File: src/rtl/ccff_loader_pkg.sv
// Shared types and constants for the configuration-chain loader.
package ccff_loader_pkg;

    typedef enum logic [1:0] {
        IDLE   = 2'd0,
        FETCH  = 2'd1,
        SHIFT  = 2'd2,
        FINISH = 2'd3
    } ccff_state_e;

    localparam logic [15:0] CRC16_POLY = 16'h1021;
    localparam logic [15:0] CRC16_INIT = 16'hFFFF;

    // One MSB-first CRC-16-CCITT step for a single input bit.
    function automatic logic [15:0] crc16_step(input logic [15:0] crc, input logic din);
        crc16_step = {crc[14:0], 1'b0} ^ (((crc[15] ^ din) == 1'b1) ? CRC16_POLY : 16'h0000);
    endfunction

endpackage

File: src/rtl/ccff_crc16_serial.sv
// Bit-serial CRC-16-CCITT accumulator with synchronous clear to the init value.
module ccff_crc16_serial
    import ccff_loader_pkg::*;
(
    input  logic        clk,
    input  logic        rst_n,
    input  logic        clr,
    input  logic        en,
    input  logic        din,
    output logic [15:0] crc
);

    logic [15:0] crc_q;
    logic [15:0] crc_d;

    // Clear wins over update; otherwise fold one bit per enabled cycle.
    always_comb begin
        crc_d = crc_q;
        if (clr) begin
            crc_d = CRC16_INIT;
        end else if (en) begin
            crc_d = crc16_step(crc_q, din);
        end
    end

    // CRC register.
    always_ff @(posedge clk or negedge rst_n) begin
        if (!rst_n) begin
            crc_q <= '0;
        end else begin
            crc_q <= crc_d;
        end
    end

    assign crc = crc_q;

endmodule

File: src/rtl/ccff_chain_loader.sv
// Serialises host bitstream words into the configuration flip-flop chain.
// Optional readback signature of the outgoing chain contents: CCFF_READBACK_EN.
//
// state  | meaning
// IDLE   | waiting for start
// FETCH  | word_ready high, waiting for a host word
// SHIFT  | shift_en high, one bit into ccff_head per cycle
// FINISH | one-cycle done pulse
module ccff_chain_loader
    import ccff_loader_pkg::*;
#(
    parameter int WORD_W    = 32,
    parameter int CHAIN_LEN = 16
) (
    input  logic              prog_clk,
    input  logic              pReset,
    input  logic              start,
    input  logic              abort,
    input  logic [WORD_W-1:0] word_data,
    input  logic              word_valid,
    output logic              word_ready,
    output logic              ccff_head,
    input  logic              ccff_tail,
    output logic              shift_en,
    output logic              busy,
    output logic              done,
    output logic [15:0]       rb_sig
);

    localparam int CNT_W  = $clog2(CHAIN_LEN + 1);
    localparam int WCNT_W = $clog2(WORD_W + 1);
    localparam logic [CNT_W-1:0]  LAST_BIT = CNT_W'(CHAIN_LEN - 1);
    localparam logic [WCNT_W-1:0] WORD_BITS = WCNT_W'(WORD_W);

    ccff_state_e         state_q, state_d;
    logic [WORD_W-1:0]   sr_q, sr_d;
    logic [CNT_W-1:0]    bit_cnt_q, bit_cnt_d;
    logic [WCNT_W-1:0]   wcnt_q, wcnt_d;

    // Next-state, shift register and counters. Abort beats a same-cycle word handshake.
    always_comb begin
        state_d   = state_q;
        sr_d      = sr_q;
        bit_cnt_d = bit_cnt_q;
        wcnt_d    = wcnt_q;
        case (state_q)
            IDLE: begin
                if (start) begin
                    state_d   = FETCH;
                    bit_cnt_d = '0;
                end
            end
            FETCH: begin
                if (abort) begin
                    state_d = IDLE;
                end else if (word_valid) begin
                    sr_d    = word_data;
                    wcnt_d  = WORD_BITS;
                    state_d = SHIFT;
                end
            end
            SHIFT: begin
                sr_d      = sr_q << 1;
                bit_cnt_d = bit_cnt_q + CNT_W'(1);
                wcnt_d    = wcnt_q - WCNT_W'(1);
                if (abort) begin
                    state_d = IDLE;
                end else if (bit_cnt_q == LAST_BIT) begin
                    // Chain full: leftover bits of the current word are dropped.
                    state_d = FINISH;
                end else if (wcnt_q == WCNT_W'(1)) begin
                    state_d = FETCH;
                end
            end
            FINISH: begin
                state_d = IDLE;
            end
            default: begin
                state_d = IDLE;
            end
        endcase
    end

    // State, data and counter registers.
    always_ff @(posedge prog_clk or negedge pReset) begin
        if (!pReset) begin
            state_q   <= IDLE;
            sr_q      <= '0;
            bit_cnt_q <= '0;
            wcnt_q    <= '0;
        end else begin
            state_q   <= state_d;
            sr_q      <= sr_d;
            bit_cnt_q <= bit_cnt_d;
            wcnt_q    <= wcnt_d;
        end
    end

    // Outputs decode straight from registers so they are glitch-free for the clock gate.
    assign word_ready = (state_q == FETCH);
    assign shift_en   = (state_q == SHIFT);
    assign ccff_head  = (state_q == SHIFT) && sr_q[WORD_W-1];
    assign busy       = (state_q != IDLE);
    assign done       = (state_q == FINISH);

`ifdef CCFF_READBACK_EN
    // Signature of the old chain contents as they fall out of ccff_tail.
    ccff_crc16_serial u_crc (
        .clk   (prog_clk),
        .rst_n (pReset),
        .clr   ((state_q == IDLE) && start),
        .en    (state_q == SHIFT),
        .din   (ccff_tail),
        .crc   (rb_sig)
    );
`else
    logic unused_tail;
    assign unused_tail = ccff_tail;
    assign rb_sig      = 16'h0000;
`endif

endmodule

File: config.mk
export PLATFORM = sky130hd
export DESIGN_NAME = ccff_chain_loader
export DESIGN_NICKNAME = d
export VERILOG_FILES = /design/src/rtl/ccff_loader_pkg.sv /design/src/rtl/ccff_crc16_serial.sv /design/src/rtl/ccff_chain_loader.sv
export SDC_FILE = /design/constraint.sdc
export NUM_CORES = 1
export LEC_CHECK = 0
export ABC_AREA = 1
export CAP_MARGIN = 20
export CORE_ASPECT_RATIO = 2
export CORE_MARGIN = 4
export CORE_UTILIZATION = 38
export DETAILED_ROUTE_END_ITERATION = 10
export SYNTH_ARGS = -nofsm -noshare
export SYNTH_HDL_FRONTEND = slang
export SYNTH_SLANG_ARGS = --single-unit
export TNS_END_PERCENT = 50
File: constraint.sdc
create_clock -name prog_clk -period 1.5 [get_ports prog_clk]
set_input_delay 0.3 -clock prog_clk [delete_from_list [all_inputs] [get_ports prog_clk]]
set_output_delay 0.3 -clock prog_clk [all_outputs]
set_load 0.03 [all_outputs]
After elaboration in Yosys (flattened, before gate mapping)
Cells that the tools add are included.
{ "word_totals": {"regBits": 45} }
{ "op_classes": {"addsub": 2, "eq_ne": 10, "muxes": 15, "reduce_logical": 8} }
{ "op_table": {"columns": ["op", "n"], "rows": [
  ["$mux 32", 2],
  ["$pmux 32 s2", 1],
  ["$mux 2", 6],
  ["$mux 6", 2],
  ["$pmux 6 s2", 1],
  ["$pmux 5 s2", 1],
  ["$pmux 2 s4", 1],
  ["$eq 6x1->1 const B", 1],
  ["$ne 2x2->1 const B", 3],
  ["$reduce_and 3->1", 2],
  ["$reduce_bool 2->1", 3],
  ["$sub 6x1->6 const B", 1],
  ["$add 5x1->5 const B", 1],
  ["$eq 5x4->1 const B", 1],
  ["$mux 5", 1],
  ["$eq 2x2->1 const B", 2],
  ["$ne 4x2->1 const B", 1],
  ["$ne 3x3->1 const B", 1],
  ["$eq 2x1->1 const B", 1],
  ["$logic_not 2->1", 1],
  ["$reduce_and 2->1", 1],
  ["$logic_and 1x1->1", 1]
]} }

Depth between registers and ports, before layout
{ "depth": {"word_depth": 5, "depth_mapped": 8, "depth_no_buf": 8} }

Worst setup path after synthesis
No wires, ideal clock.
{ "synth_timing": {"path_type": "register -> output", "start": "reg state_q[1]", "end": "out ccff_head", "t_arrival_ps": 1348, "setup_slack_ps": -148, "stages_incl_launch_ff": 7, "path_buffers": 2, "cell_sequence": "dfrtp_1 > inv_2 > nor2_4 > inv_2 > buf_4 > buf_6 > nor2_1"} }
{ "synth_between": {"elab_chain_cells": 2} }
{ "synth_lines": {"columns": ["element", "line_no", "source"], "rows": [
  ["from (decl)", "ccff_chain_loader.sv:35", "ccff_state_e state_q, state_d;"],
  ["from (signal assigned)", "ccff_chain_loader.sv:92", "state_q <= state_d;"],
  ["$eq 2x2->1", "ccff_chain_loader.sv:102", "assign ccff_head = (state_q == SHIFT) && sr_q[WORD_W-1];"],
  ["$logic_and 1x1->1", "ccff_chain_loader.sv:102", null],
  ["to (decl)", "ccff_chain_loader.sv:22", "output logic ccff_head,"]
]} }
Every way passes these cells.

Final worst setup path
{ "layout_timing": {"start": "reg state_q[0]", "end": "out ccff_head"} }
The elaborated chain is that of the path after synthesis.

==> out/qor.yml <==
outcome:
  status: "finished, violations left"
  violations: "hold timing"
synth:
  netlist-cell-type-count: 21
  synth_area_sq_um: 2321
  avgSynthCellArea_sq_um: 8.031
  synth_seq_cells: 45
  yosys_warnings: 0
  synthCells: 289
  yosysSeqAreaShare_pct: 48.52
place:
  io_buffers: 41
  hpwl_microns: 3544
  dp.cells: 389
  post_dp_cell_area_sq_um: 2773
  gp_congestion: 0.7297
  post-place-ws_ps: 3.058
global_routing:
  grt_usage_pct: 14.31
  grt_max_degree: 46
  overflow: 0
  grt_pass1_wl_microns: 8625
  first_global_vias: 1980
  antenna_found_initial: 0
power_and_ir_drop:
  vdd_drop_max_mv: 0.9290
  p_leak_nw: 1.423
  p_per_area_nw_per_um2: 1781
floorplanning:
  die_w_microns: 63.26
  num_rows: 40
  die_h_microns: 118.5
  boundaryPins: 59
  die_area_sq_um: 7498
  initial_utilization_pct: 38.97
  core_sq_um: 5956
detailed_routing:
  drtPass1Iterations: 4
  viasPerCell: 5.013
  num_vias: 2005
  ant_nets: 0
  drcViolationCount: 0
  wirelength_microns: 5006
  wl_per_cell_microns: 12.52
  drt_iter0_drc: 97
cells_and_area:
  synthToLayoutAreaGrowth_pct: 28.46
  drive_above_1_share_pct: 11.28
  final_common_cell: "nand2_1"
  num_antenna_cells: 0
  design_area_sq_um: 2982
  fin_cells: 400
  final_cell_mix: "88 x nand2_1, 73 x nand3_1, 44 x dfrtp_1, 35 x clkdlybuf4s50_1, 16 x conb_1"
  fin_nets: 378
timing:
  setup_tns_ps: 0
  fmax_mhz: 669.0
  maxSlewViolCount: 0
  tightest_slew_ps: 616.7
  worst_slack_ps: 5.307
  timing.final.crit_share_pct: 99.65
  relSlewSlack_pct: 58.45
  hold_viol: 13
  rsz0062_at_grt: "true"
  skew_ps: 5.760
  fin_hold_ws_ps: -10.91
  setup_viol: 0
  min_period_ps: 1495
clock_network:
  clock_latency_ps: 280
  clockBufferDepth: 2
  cts_buffers: 5
  clk_pin_slew_ps: 60
  cts_max_level: 2
  clock_sinks: 45
  clock-root-buffer: "clkbuf_16"
  cts_tree: "yes"
setup_path:
  cp_slowest_cell: "dfrtp_1"
  worst_path_most_repeated_cell: "nor2_4"
  crit_chain: "nor2_4, inv_4, nor2_4, buf_6"
  cpLargestDelayFamily: "flip-flops"
  critPathRequiredTime_ps: 1200
  worstPathMaxFanout: 4
  worstPathArrival_ps: 1190
  cp-startpoint: "state_q[0]"
  end_kind: "output port"
  crit_buf_inv: 2
  rr_startpoint: "state_q[1]"
  rrSetupSlack_ps: 140
  critical-path-max-stage-delay_ps: 430
  path_class: "flop to output port"
  start_kind: "flop"
min_path:
  hold_path.class: "primary input to asynchronous set/reset pin"
run:
  maxCapViolCount: 0
==> layout make-up <==
cell class / instances / area [sq um]
fill: 568 / 2974
multi-input combinational: 212 / 977.2
timing repair buffer: 56 / 563.0
inverter: 16 / 62.56
clock inverter: 1 / 30.03
sequential: 45 / 1127
clock buffer: 7 / 142.6
tap: 63 / 78.83
==> cells in the mapped netlist <==
master | instances | area [sq um]
nand2_1 | 88 | 330.3
nand3_1 | 73 | 365.4
dfrtp_1 | 45 | 1126
buf_4 | 20 | 150.1
nor2_1 | 15 | 56.30
inv_1 | 12 | 45.04
o21ai_1 | 5 | 25.02
buf_1 | 4 | 15.01
buf_6 | 4 | 45.04
ha_1 | 4 | 50.05
inv_2 | 4 | 15.01
o21ai_0 | 4 | 20.02
buf_2 | 2 | 10.01
nor2_4 | 2 | 22.52
a21oi_1 | 1 | 5.000
a22o_1 | 1 | 8.760
clkbuf_1 | 1 | 3.750
conb_1 | 1 | 3.750
nand3_2 | 1 | 10.01
nor3_1 | 1 | 5.000
xor2_1 | 1 | 8.760
==> sequential cells by signal (all words and copies together) (netlist names) <==
| name | cells |
|---|---|
| bit_cnt_q | 5 |
| sr_q | 32 |
| state_q | 2 |
| wcnt_q | 6 |
==> repair_timing <==
action | 4_1_cts | 5_1_grt
pin swaps | 1 | 0
setup endpoints to repair | 2 | 3
hold buffers | 0 | 0
gates resized for setup | 3 | 2
hold endpoints to repair | 0 | 0
buffers inserted | 3 | 0
gates cloned | 0 | 0
==> per-layer routing <==
metal	global-route usage (%)	wire, microns	vias to the layer above
li1	-	-	995
met1	15.28	1918	947
met2	26.87	2742	59
met3	2.662	273	4
met4	5.683	72	0
met5	0	0	-
==> cell families after synthesis <==
family,share of synthesized area [%]
flops,48.52
other cells,0.1616
buf+inv,12.24
simple gates,34.02
fa+ha+maj,2.156
compound gates,2.533
xor+xnor,0.3774
==> metrics by stage <==
stage | util [%] | power, mW
finish | 50.06 | 5.310
global route | 50.06 | 5.740
CTS | 49.96 | 5.368
detailed placement | 46.55 | 4.015
global placement | 46.55 | 3.963
floorplan | - | 3.445
==> worst paths after layout <==
check / to / cells past startpoint
max in group asynchronous: wcnt_q[4] / 2
setup reg to reg: bit_cnt_q[1] / 3
hold / removal: wcnt_q[3] / 2
hold reg to reg: sr_q[12] / 2
setup / recovery: ccff_head / 4
min in group prog_clk: sr_q[12] / 2
==> power breakdown <==
group	total, mW	internal [mW]	leakage (nW)	switching (mW)
logic	1.98	0.839	0.771	1.14
registers	2.06	1.74	0.568	0.319
clock network	1.27	0.832	0.0841	0.438
total	5.31	3.41	1.42	1.90
Note: power is estimated with default switching activity, not from simulation.
